`config.mk`:
```
export PLATFORM = sky130hd
export DESIGN_NAME = vc_domain_arb2_ctrl
export DESIGN_NICKNAME = d
export VERILOG_FILES = /design/src/rtl/vc_domain_arb2_ctrl.sv
export SDC_FILE = /design/constraint.sdc
export NUM_CORES = 1
export LEC_CHECK = 0
export CORE_AREA = 2 2 39 41
export CTS_BUF_LIST = sky130_fd_sc_hd__clkbuf_8
export CTS_CLUSTER_DIAMETER = 200
export DETAILED_ROUTE_END_ITERATION = 12
export DIE_AREA = 0 0 41 43
export HOLD_SLACK_MARGIN = 0.02
export PLACE_DENSITY = 0.73
export SETUP_SLACK_MARGIN = 0.5
export SYNTH_ARGS = -nofsm -noshare
export SYNTH_HDL_FRONTEND = slang
export SYNTH_SLANG_ARGS = --single-unit
```
`constraint.sdc`:
```
create_clock -name clk -period 2.7 [get_ports clk]
set_input_delay 0.54 -clock clk [delete_from_list [all_inputs] [get_ports clk]]
set_output_delay 0.54 -clock clk [all_outputs]
set_load 0.01 [all_outputs]
```
`src/rtl/vc_domain_arb2_ctrl.sv`:
```
// ---------------------------------------------------------------------------
// vc_domain_arb2_ctrl
//
// Domain-aware two-requester arbiter for a shared vc_Mux2_sd-style datapath.
// Requester 0 belongs to domain 0 and requester 1 belongs to domain 1. The
// block drives the mux select and domain label. A granted requester keeps
// ownership for a whole multi-beat transaction. Ownership is released on a
// last beat, or by a watchdog after p_max_beats beats. Round-robin priority
// flips on every release.
//
// Optional build macro: VC_DOMAIN_ARB_SCRUB_EN
//   When this macro is defined, every change of domain passes through a SCRUB
//   state lasting p_scrub_cycles idle cycles. This keeps beats of different
//   domains from being adjacent. When the macro is undefined, the SCRUB state
//   is never entered and a domain switch goes straight to the other grant.
//
// Ports:
//   clk         clock, rising edge
//   reset       asynchronous active-high reset
//   in0_val     requester 0 (domain 0) has a beat
//   in0_last    current in0 beat closes its transaction
//   in0_rdy     in0 beat accepted this cycle
//   in1_val     requester 1 (domain 1) has a beat
//   in1_last    current in1 beat closes its transaction
//   in1_rdy     in1 beat accepted this cycle
//   out_val     shared output carries a valid beat
//   out_rdy     downstream accepts a beat
//   mux_sel     shared mux select (0 = in0, 1 = in1), registered
//   mux_domain  domain label to the shared mux, registered, tracks mux_sel
//   busy        controller is not idle, registered
//   preempt     one-cycle pulse after a watchdog release, registered
// ---------------------------------------------------------------------------
module vc_domain_arb2_ctrl #(
    parameter int p_max_beats    = 8,
    parameter int p_scrub_cycles = 2
) (
    input  logic clk,
    input  logic reset,
    input  logic in0_val,
    input  logic in0_last,
    output logic in0_rdy,
    input  logic in1_val,
    input  logic in1_last,
    output logic in1_rdy,
    output logic out_val,
    input  logic out_rdy,
    output logic mux_sel,
    output logic mux_domain,
    output logic busy,
    output logic preempt
);

    localparam int CW = $clog2(p_max_beats);

    typedef enum logic [1:0] {
        ST_IDLE   = 2'd0,
        ST_GRANT0 = 2'd1,
        ST_GRANT1 = 2'd2,
        ST_SCRUB  = 2'd3
    } state_t;

    state_t        state_q, state_d;
    logic          prio_q, prio_d;
    logic [CW-1:0] cnt_q, cnt_d;
    logic          mux_sel_q, mux_sel_d;
    logic          busy_q, busy_d;
    logic          preempt_q, preempt_d;

`ifdef VC_DOMAIN_ARB_SCRUB_EN
    localparam int SCW = $clog2(p_scrub_cycles + 1);
    logic           pend_q, pend_d;
    logic [SCW-1:0] scnt_q, scnt_d;
`endif

    // Helper signals for the current owner and for a pending grant request.
    logic own_s;
    logic own_val_s;
    logic own_last_s;
    logic oth_val_s;
    logic fire_s;
    logic go_s;
    logic tgt_s;

    // Next-state, counter and select computation.
    always_comb begin
        state_d   = state_q;
        prio_d    = prio_q;
        cnt_d     = cnt_q;
        mux_sel_d = mux_sel_q;
        preempt_d = 1'b0;
`ifdef VC_DOMAIN_ARB_SCRUB_EN
        pend_d    = pend_q;
        scnt_d    = scnt_q;
`endif
        own_s      = (state_q == ST_GRANT1);
        own_val_s  = own_s ? in1_val  : in0_val;
        own_last_s = own_s ? in1_last : in0_last;
        oth_val_s  = own_s ? in0_val  : in1_val;
        fire_s     = 1'b0;
        go_s       = 1'b0;
        tgt_s      = 1'b0;

        case (state_q)
            ST_IDLE: begin
                if (in0_val && in1_val) begin
                    go_s  = 1'b1;
                    tgt_s = prio_q;
                end else if (in0_val) begin
                    go_s  = 1'b1;
                    tgt_s = 1'b0;
                end else if (in1_val) begin
                    go_s  = 1'b1;
                    tgt_s = 1'b1;
                end else begin
                    go_s  = 1'b0;
                end
            end
            ST_GRANT0, ST_GRANT1: begin
                fire_s = own_val_s & out_rdy;
                if (fire_s) begin
                    if (own_last_s || (cnt_q == CW'(p_max_beats - 1))) begin
                        // A beat-limit release that is not a natural last beat is a watchdog release.
                        preempt_d = ~own_last_s;
                        prio_d    = ~own_s;
                        cnt_d     = '0;
                        if (oth_val_s) begin
                            go_s  = 1'b1;
                            tgt_s = ~own_s;
                        end else begin
                            // The owner's val is high on a fire, so it keeps the grant for a
                            // fresh transaction. An empty grant falls back to IDLE next cycle.
                            state_d = state_q;
                        end
                    end else begin
                        cnt_d = cnt_q + CW'(1);
                    end
                end else if (!own_val_s && (cnt_q == '0)) begin
                    state_d = ST_IDLE;
                end else begin
                    state_d = state_q;
                end
            end
            ST_SCRUB: begin
`ifdef VC_DOMAIN_ARB_SCRUB_EN
                // The pending grant is entered even if its val has dropped meanwhile.
                if (scnt_q == SCW'(p_scrub_cycles - 1)) begin
                    state_d   = pend_q ? ST_GRANT1 : ST_GRANT0;
                    mux_sel_d = pend_q;
                    scnt_d    = '0;
                end else begin
                    scnt_d = scnt_q + SCW'(1);
                end
`else
                state_d = ST_IDLE;
`endif
            end
            default: begin
                state_d = ST_IDLE;
            end
        endcase

        // A grant to the domain already on the mux is direct. A domain change may need a scrub.
        if (go_s) begin
`ifdef VC_DOMAIN_ARB_SCRUB_EN
            if (tgt_s != mux_sel_q) begin
                state_d = ST_SCRUB;
                pend_d  = tgt_s;
                scnt_d  = '0;
            end else begin
                state_d   = tgt_s ? ST_GRANT1 : ST_GRANT0;
                mux_sel_d = tgt_s;
            end
`else
            state_d   = tgt_s ? ST_GRANT1 : ST_GRANT0;
            mux_sel_d = tgt_s;
`endif
        end else begin
            state_d = state_d;
        end

        busy_d = (state_d != ST_IDLE);
    end

    // State and output registers with asynchronous reset.
    always_ff @(posedge clk or posedge reset) begin
        if (reset) begin
            state_q   <= ST_IDLE;
            prio_q    <= 1'b0;
            cnt_q     <= '0;
            mux_sel_q <= 1'b0;
            busy_q    <= 1'b0;
            preempt_q <= 1'b0;
`ifdef VC_DOMAIN_ARB_SCRUB_EN
            pend_q    <= 1'b0;
            scnt_q    <= '0;
`endif
        end else begin
            state_q   <= state_d;
            prio_q    <= prio_d;
            cnt_q     <= cnt_d;
            mux_sel_q <= mux_sel_d;
            busy_q    <= busy_d;
            preempt_q <= preempt_d;
`ifdef VC_DOMAIN_ARB_SCRUB_EN
            pend_q    <= pend_d;
            scnt_q    <= scnt_d;
`endif
        end
    end

    // The handshake is a same-cycle pass-through of the owner. Decoding the registered
    // state makes these signals drop to zero as soon as reset is asserted.
    assign out_val    = ((state_q == ST_GRANT0) & in0_val) | ((state_q == ST_GRANT1) & in1_val);
    assign in0_rdy    = (state_q == ST_GRANT0) & in0_val & out_rdy;
    assign in1_rdy    = (state_q == ST_GRANT1) & in1_val & out_rdy;
    assign mux_sel    = mux_sel_q;
    assign mux_domain = mux_sel_q;
    assign busy       = busy_q;
    assign preempt    = preempt_q;

endmodule

```
* Yosys cells after proc, flatten, opt, wreduce, memory -nomap -nowiden
Index checks and enable logic that the tools add are counted.
** Storage, ports and cells
- Logic and storage cells :: 54
- Output and inout port bits :: 7
- Bits of input ports :: 7
- Bits in registers :: 9
** Operators by class
- Reduce and logical (&&, ||, !) cells :: 10
- Eq/ne operators :: 4
- Add/sub/neg operators :: 1
- Bitwise gates (word level) :: 8
- Muxes and demuxes :: 25
** Operators by type and width (count)
- 1-bit 2-to-1 mux :: 17
- 2-bit 2-to-1 mux :: 4
- 1-bit bitwise AND :: 5
- 2-bit equality test (second input constant) :: 2
- 1-bit one-hot mux with 2 select lines :: 2
- 2-bit one-hot mux with 2 select lines :: 1
- 3-bit by 1-bit adder with 3-bit output (second input constant) :: 1
- 3-bit equality test (second input constant) :: 1
- 3-bit logical NOT :: 1
- 3-bit 2-to-1 mux :: 1
- 3-bit AND reduction :: 1
- 2-bit by 1-bit equality test with 1-bit output (second input constant) :: 1
- 1-bit logical AND :: 2
- 2-bit logical NOT :: 1
- 1-bit NOT :: 2
- 2-bit AND reduction :: 1
- 2-bit nonzero test :: 1
- 2-bit OR reduction :: 1
- 1-bit logical NOT :: 1
- 1-bit logical OR :: 1
- 1-bit OR :: 1

* Longest topological paths before layout
Gate-level depths: netlist of the first run.
- Depth in word-level cells :: 9
- Depth in mapped cells :: 6
- Gate-level depth less buffers :: 6

* Worst setup path after synthesis of the first run
No wires, ideal clock.
- Path kind :: reg-to-reg
- Start :: register state_q[0]
- End :: register state_q[0]
- Path buffers :: 0
- Cell stages (with the launch flop) :: 7
- Required time :: 2.575 ns
- Setup time :: 0.125 ns
- Setup slack :: 0.770 ns
- Clock period less this slack :: 1.930 ns
- Arrival time :: 1.805 ns
- Cell sequence :: dfrtp_1 > inv_1 > ha_1 > mux2_4 > o2111a_2 > a21oi_4 > mux2_4
** On the way
- Word-level cells in the longest chain between the ends :: 8
- Elaborated cells on any way between the ends :: 26
- Classes of those cells :: 3 x eq/ne; 16 x mux; 2 x bitwise; 5 x reduce/logical
** Ends and longest elaborated chain
- start, declared :: RTL line 62 : state_t state_q, state_d;
- start signal, assigned :: RTL line 198 : state_q <= state_d;
- 2-bit equality test :: RTL line 95, 103
- 1-bit 2-to-1 mux (tied with other cells) :: RTL line 98 : oth_val_s = own_s ? in0_val : in1_val;
- 1-bit 2-to-1 mux (tied with other cells) :: RTL line 126 : if (oth_val_s) begin
- 1-bit 2-to-1 mux or 1-bit logical AND (tied branches) :: RTL line 121, 137
- 1-bit 2-to-1 mux or 2-bit 2-to-1 mux (tied branches) :: RTL line 120, 137
- 1-bit one-hot mux with 2 select lines or 2-bit 2-to-1 mux (tied branches) :: RTL line 103, 120
- 2-bit 2-to-1 mux or 2-bit one-hot mux with 2 select lines (tied branches) :: RTL line 174, 103
- 2-bit 2-to-1 mux * :: RTL line 163 : if (go_s) begin
- net state_d[0] :: RTL line 62
The timed path passes the listed nets; every way through them passes the cells marked *.
A chain may end at the register's enable or synchronous reset.

* Final worst setup path of the first run
- Start :: input port out_rdy
- End :: output port in0_rdy
** On the way
- Word-level cells in the longest chain between the ends :: 1
** Ends and longest elaborated chain
- start, declared :: RTL line 46 : input logic out_rdy,
- 1-bit bitwise AND :: RTL line 214 : assign in0_rdy = (state_q == ST_GRANT0) & in0_val & out_rdy;
- end, declared :: RTL line 41 : output logic in0_rdy,
No other way between the ends.

==> results of run 1 <==
[critical path, cell delays in order]
cell and delay (ns):
clkdlybuf4s50_1 0.51, and3_1 0.17, dlygate4sd2_1 0.27
[timing repair]
item                       in CTS  in global routing
setup endpoints to repair       3                  1
gates resized for setup         7                  2
setup buffers                   0                  0
[cell families (layout without fill, tap and decap cells)]
| kind of cell | after synthesis | in the layout |
|---|---|---|
| adder cells (fa/ha/maj) | 8 | 8 |
| AND/OR/NAND/NOR | 11 | 11 |
| buffers and inverters | 9 | 25 |
| AO/OA/AOI/OAI | 12 | 12 |
| flip-flops | 9 | 9 |
| multiplexers | 7 | 7 |
[sequential cells by signal (all words and copies together) (netlist names)]
signal,cells
busy,1
cnt_q,3
mux_domain,1
preempt,1
prio_q,1
state_q,2
[metal layers]
| metal | global-route usage, % | vias up | share of wire (%) |
|---|---|---|---|
| met5 | 0 | - | 0 |
| met4 | 6.00 | 0 | 0 |
| met3 | 9.42 | 0 | 4.9 |
| met2 | 20.9 | 8 | 50 |
| met1 | 15.1 | 202 | 45 |
| li1 | - | 228 | - |
[through the flow]
| stage | cell area, sq um | setup WS (ns) | hold slack (ns) | power, W | utilization [%] |
|---|---|---|---|---|---|
| floorplan | 603 | 0.770 | 0.368 | 0.000485 | - |
| detailed placement | 746 | 0.344 | 0.513 | 0.000590 | 53.9 |
| CTS | 790 | 0.506 | 0.527 | 0.000749 | 57.1 |
| global placement | 746 | 0.378 | 0.517 | 0.000587 | 53.9 |
| global route | 793 | 0.615 | 0.558 | 0.000796 | 57.3 |
| finish | 793 | 0.671 | 0.530 | 0.000740 | 57.3 |
[worst max-delay path by stage]
stage	slack (ns)	to	cells past startpoint
after detailed placement	0.34	in0_rdy	3
after CTS	0.51	out_val	4
final	0.67	in0_rdy	3
after floorplan	0.77	state_q[0]	6
after global routing	0.62	state_q[0]	6
after global placement	0.38	in1_rdy	3
[report_power, final]
| part | internal, W | leakage, nW | switching, W |
|---|---|---|---|
| Sequential | 0.000188 | 0.110 | 0.0000416 |
| Clock | 0.0000991 | 0.0269 | 0.0000541 |
| Combinational | 0.000193 | 0.263 | 0.000164 |
[layout by cell type (no fill, tap or decap), types with 2 or more instances in the layout]
master and instances:
inv_1 8, clkdlybuf4s50_1 8, ha_1 7, dfrtp_1 7, nor2_1 4, dlygate4sd2_1 4
mux2_4 3, a22o_1 3, mux2i_1 3, clkbuf_8 3, nor3_1 2, o21ai_0 2
and3_1 2, dfrtp_2 2
[area by class of cell]
cell class | instances | area (sq um) | area share (%)
inverter | 8 | 30.0 | 3.79
multi-input combinational | 38 | 343 | 43.2
timing repair buffer | 13 | 128 | 16.1
sequential | 9 | 228 | 28.7
clock inverter | 1 | 3.75 | 0.473
clock buffer | 3 | 41.3 | 5.21
tap | 16 | 20.0 | 2.52
==> flow_summary.json, run 1 <==
{
  "status": "completed",
  "rsz0062_at_grt": "no",
  "antennaDiodeCount": 0,
  "report.final.slew_viol_count": 0,
  "end_kind": "output port",
  "slew_headroom_pct": 78.1,
  "syn_area_per_cell_sq_um": 10.8,
  "synth-adder-area-share_pct": 16.6,
  "io_pins": 14,
  "netlist_area_sq_um": 603,
  "fillerInstances": 124,
  "drt_drc_violations_left": 0,
  "worst_pin_slew_ns": 0.328,
  "muxShareOfSynthArea_pct": 14.3,
  "postSynth.asyncResetShare_pct": 100,
  "gp_congestion": 0.806,
  "fin_crit_sh_pct": 75.1,
  "ir_worst_vdd_v": 0.000602,
  "hold_viol_final": 0,
  "synth_edf_count": 0,
  "drv_cap": 0,
  "yosysTopAreaCell": "dfrtp_1",
  "cts_hold_buffers": 0,
  "ys_seq_area_share_pct": 37.3,
  "synth_nets": 71,
  "path_class": "input pin to output port",
  "power_leakage_nw": 0.399,
  "area_growth_syn_to_layout_pct": 31.5,
  "io_buffers": 13,
  "synth-compound-area-share_pct": 16.8,
  "synth-simple-area-share_pct": 8.71,
  "hold_depth": 2,
  "grt_max_degree": 10,
  "initial_core_util_pct": 43.6,
  "power_density_mw_per_mm2": 933,
  "cts_buffers": 3,
  "grt_util_all_layers_pct": 14.1,
  "clock-skew-final_ns": 0.00191,
  "cts_tree": "done",
  "wire_per_inst_microns": 11.7,
  "crit_path_start": "out_rdy",
  "first_global_vias": 391,
  "die_h_microns": 43,
  "crit_path_start_kind": "input pin",
  "post-place-cells": 84,
  "hold_path_startpoint": "prio_q",
  "finalSetupTns_ns": 0,
  "first_pass_iters": 2,
  "r2r_end": "state_q[0]",
  "min-delay-path-class": "flop to flop",
  "dp_hpwl_microns": 797,
  "synth_top_family_by_area": "compound AO/OA/AOI/OAI gates",
  "holdPathEnd": "prio_q",
  "required_ns": 2.16,
  "synth_xor_area_share_pct": 0,
  "yosysMostFrequentCell": "dfrtp_1",
  "grt_pass1_wl_microns": 1590,
  "routed_wl_microns": 1030,
  "fp.coreArea_sq_mm": 0.00138,
  "clk_pin_slew_ns": 0.04,
  "clk_latency_ns": 0.23,
  "die_w_microns": 41,
  "num_rows": 14,
  "finalCriticalPeriod_ns": 2.03,
  "root_buffer": "clkbuf_8",
  "cp_max_fo": 4,
  "finalSetupViolCount": 0,
  "rr_worst_depth": 6,
  "die_area_sq_mm": 0.00176,
  "vias_per_cell": 4.98,
  "cts.sinks": 9,
  "drive_gt1_share_pct": 18.1,
  "nets": 88,
  "clock_path_buffers": 2,
  "ys_top_cells_by_count": "9 x dfrtp_1, 8 x ha_1, 8 x inv_1",
  "synth_ff_type": "dfrtp_1",
  "ys_top_cells_by_area": "dfrtp_1 37%, ha_1 17%, mux2_4 7.5%, mux2i_1 5.0%, inv_1 5.0%",
  "antenna_found_initial": 0,
  "yosysUniqueCellTypes": 22,
  "vias": 438,
  "reg2reg_from": "state_q[0]",
  "netlist.area_leader.share_pct": 37.3,
  "cts-htree-levels": 1,
  "drt-initial-drc-count": 3,
  "fmax_mhz": 493,
  "yosys_warnings": 0,
  "r2r_setup_slack_ns": 0.70,
  "fin_cells": 88,
  "overflow": 0,
  "arrival_ns": 1.49,
  "synth_cells": 56,
  "ant_nets": 0,
  "synth_seq_cells": 9
}
Power figures use the tool's default switching activity.
==> run 2, diff against run 1 <==
- clock period: 2.7 -> 1.93 ns (I/O delays scaled with it)
==> run 2 against run 1 <==
Against the previous run:
- highest routed layer is now met4
- cell area up 21%
- via count up 19%
- critical path depth up 2
- routed wire length up 40%
- sequential cell count unchanged
- power up 72%
- clock skew up 0.0058 ns
- hold slack worse by 0.12 ns
- non-clock buffer count up 14
- count of clock-buffer cells in the layout unchanged
- first-iteration DRC count up 67%
==> flow_summary.json, run 2 (synthesis gave the netlist of run 1 again) <==
{
  "fp.coreArea_sq_mm": 0.00138,
  "io_pins": 14,
  "root_buffer": "clkbuf_8",
  "drv_cap": 0,
  "power_density_mw_per_mm2": 1330,
  "ir_worst_vdd_v": 0.000841,
  "num_rows": 14,
  "cts_buffers": 3,
  "vias": 522,
  "antennaDiodeCount": 0,
  "finalSetupViolCount": 0,
  "multi_input_area_sq_um": 404,
  "cts_hold_buffers": 0,
  "cts_tree": "done",
  "ff_latch_area_sq_um": 226,
  "fin_cells": 102,
  "die_w_microns": 41,
  "power_w": 0.00127,
  "crit_path_start_kind": "flop",
  "dp_hpwl_microns": 966,
  "cts.sinks": 9,
  "path_class": "flop to output port",
  "layout_commonest_cell": "buf_4",
  "grt_pass1_wl_microns": 2120,
  "cp_max_fo": 4,
  "rsz0062_at_grt": "yes",
  "crit_path_start": "state_q[1]",
  "end_kind": "output port",
  "grt_max_degree": 10,
  "nets": 102,
  "largest_reg_flops": 3,
  "required_ns": 1.54,
  "routed_wl_microns": 1440,
  "area_growth_syn_to_layout_pct": 58.9,
  "r2r_setup_slack_ns": 0.09,
  "post-place-cells": 92,
  "grt_util_all_layers_pct": 18.4,
  "hold_viol_final": 0,
  "fmax_mhz": 545,
  "rr_worst_depth": 6,
  "finalCriticalPeriod_ns": 1.84,
  "clock-skew-final_ns": 0.00770,
  "ant_nets": 0,
  "clk_pin_slew_ns": 0.05,
  "cts-htree-levels": 1,
  "cp_cell_sequence": "buf_4, buf_6, ha_4, a22o_1, buf_2",
  "gp_congestion": 0.792,
  "clock_path_buffers": 2,
  "cp_slowest_stage_delay_ns": 0.44,
  "fillerInstances": 99,
  "drive_gt1_share_pct": 40.7,
  "wire_per_inst_microns": 14.1,
  "power_leakage_nw": 0.471,
  "antenna_found_initial": 0,
  "initial_core_util_pct": 43.6,
  "slew_headroom_pct": 76.2,
  "holdWs_ns": 0.412,
  "min-delay-path-class": "input pin to asynchronous set/reset pin",
  "first_global_vias": 495,
  "die_h_microns": 43,
  "clk_latency_ns": 0.24,
  "fin_crit_sh_pct": 95.1,
  "status": "completed",
  "largestRegisters": "cnt_q: 3 flops, state_q: 2 flops",
  "reg2reg_from": "state_q[0]",
  "regMostFlops": "cnt_q",
  "drt-initial-drc-count": 5,
  "io_buffers": 13,
  "worst_pin_slew_ns": 0.357,
  "die_area_sq_mm": 0.00176,
  "r2r_end": "state_q[0]",
  "overflow": 0,
  "report.final.slew_viol_count": 0,
  "crit_slowest_cell": "dfrtp_2",
  "first_pass_iters": 2,
  "drt_drc_violations_left": 0,
  "most-common-layout-cells": "11 x buf_4, 8 x inv_1, 8 x dfrtp_1",
  "arrival_ns": 1.45,
  "vias_per_cell": 5.12
}
run 2: cell types whose count changed in the layout (fill, tap and decap cells not counted), moves of 2 or more:
cell             change
ha_1                 -2
ha_4                 +3
buf_2                +2
clkdlybuf4s50_1      -2
buf_6                +4
buf_4               +11
run 2: how the worst max path moves through the flow:
stage	end	depth (start not counted)
5_1_grt	state_q[0]	6
2_1_floorplan	state_q[0]	6
3_3_place_gp	out_val	3
4_1_cts	state_q[0]	5
6_report	out_val	5
3_5_place_dp	in1_rdy	3
run 2: worst max-delay path, delay by kind of cell (launching register included):
family,cells,cell delay (ns)
flip-flops,1,0.44
buffers and inverters,3,0.40
AO/OA/AOI/OAI,1,0.21
adder cells (fa/ha/maj),1,0.16
run 2: repair_timing:
item / CTS / global route
setup endpoints to repair: 15 / 11
resized for setup: 16 / 12
buffers inserted: 2 / 4
pin swaps: 2 / 5
run 2: final cells by class:
| class | instances | share of cell area, % |
|---|---|---|
| clock inverters | 1 | 0.392 |
| clock buffers | 3 | 4.31 |
| inverters | 8 | 3.13 |
| multi-input cells | 38 | 42.2 |
| well taps | 16 | 2.09 |
| flip-flops and latches | 9 | 23.6 |
| repair buffers | 27 | 24.3 |
run 2: metrics by stage:
step	setup WS [ns]	util [%]	cell area (sq um)	setup TNS, ns
after floorplan	0.0555	-	628	0
after global placement	-0.0403	60.0	831	-0.138
after detailed placement	-0.0681	60.0	831	-0.201
after CTS	0.101	64.2	888	0
after global routing	0.0598	69.3	958	0
final	0.0949	69.3	958	0
run 2: where the power goes:
group          switching (W)  internal, W
Sequential         0.0000473     0.000261
Clock              0.0000812     0.000139
Combinational       0.000340     0.000403
Total               0.000468     0.000803
run 2: metal layers:
metal  part of all wire [%]  wire (microns)  track usage, %  vias up
met1                     38             552            20.9      255
met2                     57             820            30.6        7
li1                       -               -               -      255
met3                    2.4              34            6.28        5
met5                      0               0               0        -
met4                    2.1              30            6.00        0
==> run 3, diff against run 2 <==
- clock period: 1.93 -> 1.85 ns (I/O delays scaled with it)
==> run 3 against run 2 <==
Against the previous run:
- setup slack worse by 0.038 ns
- cell count is 0.98% higher
- cell area fell by 1.2%
- first-iteration DRC count down 40%
- sequential power increased by 5%
- register-to-register slack got worse by 0.04 ns
- die area stayed put
- global-route usage down 0.066 points
- hold slack got worse by 0.0054 ns
- clock skew fell by 0.0062 ns
- sequential cell count stayed put
- critical path type is now flop to flop
==> flow_summary.json, run 3 (synthesis gave the netlist of run 1 again) <==
{
  "status": "completed",
  "path_class": "flop to flop",
  "place_ws_ns": -0.114,
  "grt_util_all_layers_pct": 18.4,
  "io_pins": 14,
  "path_delay_family": "multiplexers",
  "antennaDiodeCount": 0,
  "gp_congestion": 0.755,
  "finalSetupViolCount": 0,
  "path_buf_inv": 1,
  "crit_slowest_cell": "dfrtp_1",
  "overflow": 0,
  "die_h_microns": 43,
  "reg2reg_from": "state_q[0]",
  "rr_worst_depth": 6,
  "r2r_setup_slack_ns": 0.06,
  "clk_latency_ns": 0.23,
  "crit_path_start": "state_q[0]",
  "crit_path_start_kind": "flop",
  "cts-htree-levels": 1,
  "fin_crit_sh_pct": 96.9,
  "cp_slowest_stage_delay_ns": 0.38,
  "drive_gt1_share_pct": 42.5,
  "rsz0062_at_grt": "yes",
  "finalCriticalPeriod_ns": 1.79,
  "fp.coreArea_sq_mm": 0.00138,
  "first_pass_iters": 3,
  "met1_length_microns": 535,
  "io_buffers": 13,
  "power_leakage_nw": 0.477,
  "first_global_vias": 555,
  "fin_cells": 103,
  "worst-path-stages": 6,
  "arrival_ns": 1.90,
  "end_kind": "flop",
  "most-common-layout-cells": "11 x buf_4, 8 x inv_1, 8 x dfrtp_1",
  "cts_buffers": 3,
  "layout_commonest_cell": "buf_4",
  "num_rows": 14,
  "largest_reg_flops": 3,
  "drt-initial-drc-count": 3,
  "grt_max_degree": 10,
  "initial_core_util_pct": 43.6,
  "setup_slack_ns": 0.0572,
  "root_buffer": "clkbuf_8",
  "routed_wl_microns": 1310,
  "drv_cap": 0,
  "worst_pin_slew_ns": 0.357,
  "largestRegisters": "cnt_q: 3 flops, state_q: 2 flops",
  "dr_wl_met3_microns": 44,
  "die_area_sq_mm": 0.00176,
  "nets": 103,
  "slew_headroom_pct": 76.2,
  "cpMostUsedCell": "mux2_4",
  "hold_viol_final": 0,
  "vias": 513,
  "required_ns": 1.96,
  "ant_nets": 0,
  "regMostFlops": "cnt_q",
  "min-delay-path-class": "input pin to asynchronous set/reset pin",
  "cts_hold_buffers": 0,
  "drt_drc_violations_left": 0,
  "cp_cell_sequence": "inv_2, ha_4, mux2_4, o2111a_2, a21oi_4, mux2_4",
  "report.final.slew_viol_count": 0,
  "r2r_end": "state_q[0]",
  "post-place-cells": 96,
  "area_growth_syn_to_layout_pct": 57.1,
  "fmax_mhz": 558,
  "holdWs_ns": 0.406,
  "vias_per_cell": 4.98,
  "die_w_microns": 41,
  "cp_max_fo": 3,
  "clock-skew-final_ns": 0.00148,
  "cts.sinks": 9,
  "dp_hpwl_microns": 999,
  "crit_end": "state_q[0]",
  "met2WireLength_microns": 729,
  "antenna_found_initial": 0,
  "clk_pin_slew_ns": 0.05,
  "power_density_mw_per_mm2": 1340,
  "cts_tree": "done",
  "power_w": 0.00127,
  "ir_worst_vdd_v": 0.000995,
  "clock_path_buffers": 2,
  "wire_per_inst_microns": 12.7,
  "dr.max_layer_used": "met3",
  "grt_pass1_wl_microns": 2170
}
==> run 3: cell types whose count changed in the layout (fill, tap and decap cells not counted), sizes merged <==
cell,before,now
clkdlybuf4s50,6,4
dlygate4sd2,4,6
buf,17,18
==> run 3: repair_timing <==
item | in CTS | in global routing
pin swaps | 7 | 1
setup endpoints to repair | 16 | 12
gates resized for setup | 23 | 6
setup buffers | 2 | 1
==> run 3: per-layer routing <==
layer / vias to the layer above / track usage, %
li1: 259 / -
met1: 248 / 19.9
met2: 6 / 29.7
met3: 0 / 9.95
met4: 0 / 4.67
met5: - / 0
==> run 3: power by group <==
part | total [W] | internal [W] | switching (W)
Combinational | 0.000722 | 0.000395 | 0.000327
Clock | 0.000220 | 0.000144 | 0.0000761
Sequential | 0.000324 | 0.000273 | 0.0000511
==> run 3: cell type report <==
type	count	area, sq um
fillers	111	437
multi-input cells	38	390
repair buffers	28	235
flip-flops and latches	9	226
clock buffers	3	41.3
inverters	8	30.0
well taps	16	20.0
clock inverters	1	3.75
==> run 3: worst min-delay path by stage <==
| stage | startpoint | end | slack (ns) | depth (start not counted) |
|---|---|---|---|---|
| CTS | reset | busy | 0.42 | 2 |
| finish | reset | cnt_q[0] | 0.41 | 2 |
| floorplan | reset | busy | 0.20 | 1 |
| global placement | prio_q | prio_q | 0.52 | 2 |
| detailed placement | prio_q | prio_q | 0.52 | 2 |
| global route | reset | cnt_q[0] | 0.45 | 2 |
==> run 3: worst register-to-register path: cells and delay by family, from the launching register on <==
kind / cells / cell delay (ns)
AOI/OAI and AO/OA: 2 / 0.44
DFF: 1 / 0.38
muxes: 2 / 0.61
adders and majority gates: 1 / 0.16
buffers and inverters: 1 / 0.09
==> run 3: stage by stage <==
step	cell area, sq um	TNS, ns	utilization, %
global placement	861	-0.451	62.2
CTS	928	0	67.1
finish	947	0	68.4
global route	947	0	68.4
floorplan	628	-0.0245	-
detailed placement	861	-0.649	62.2
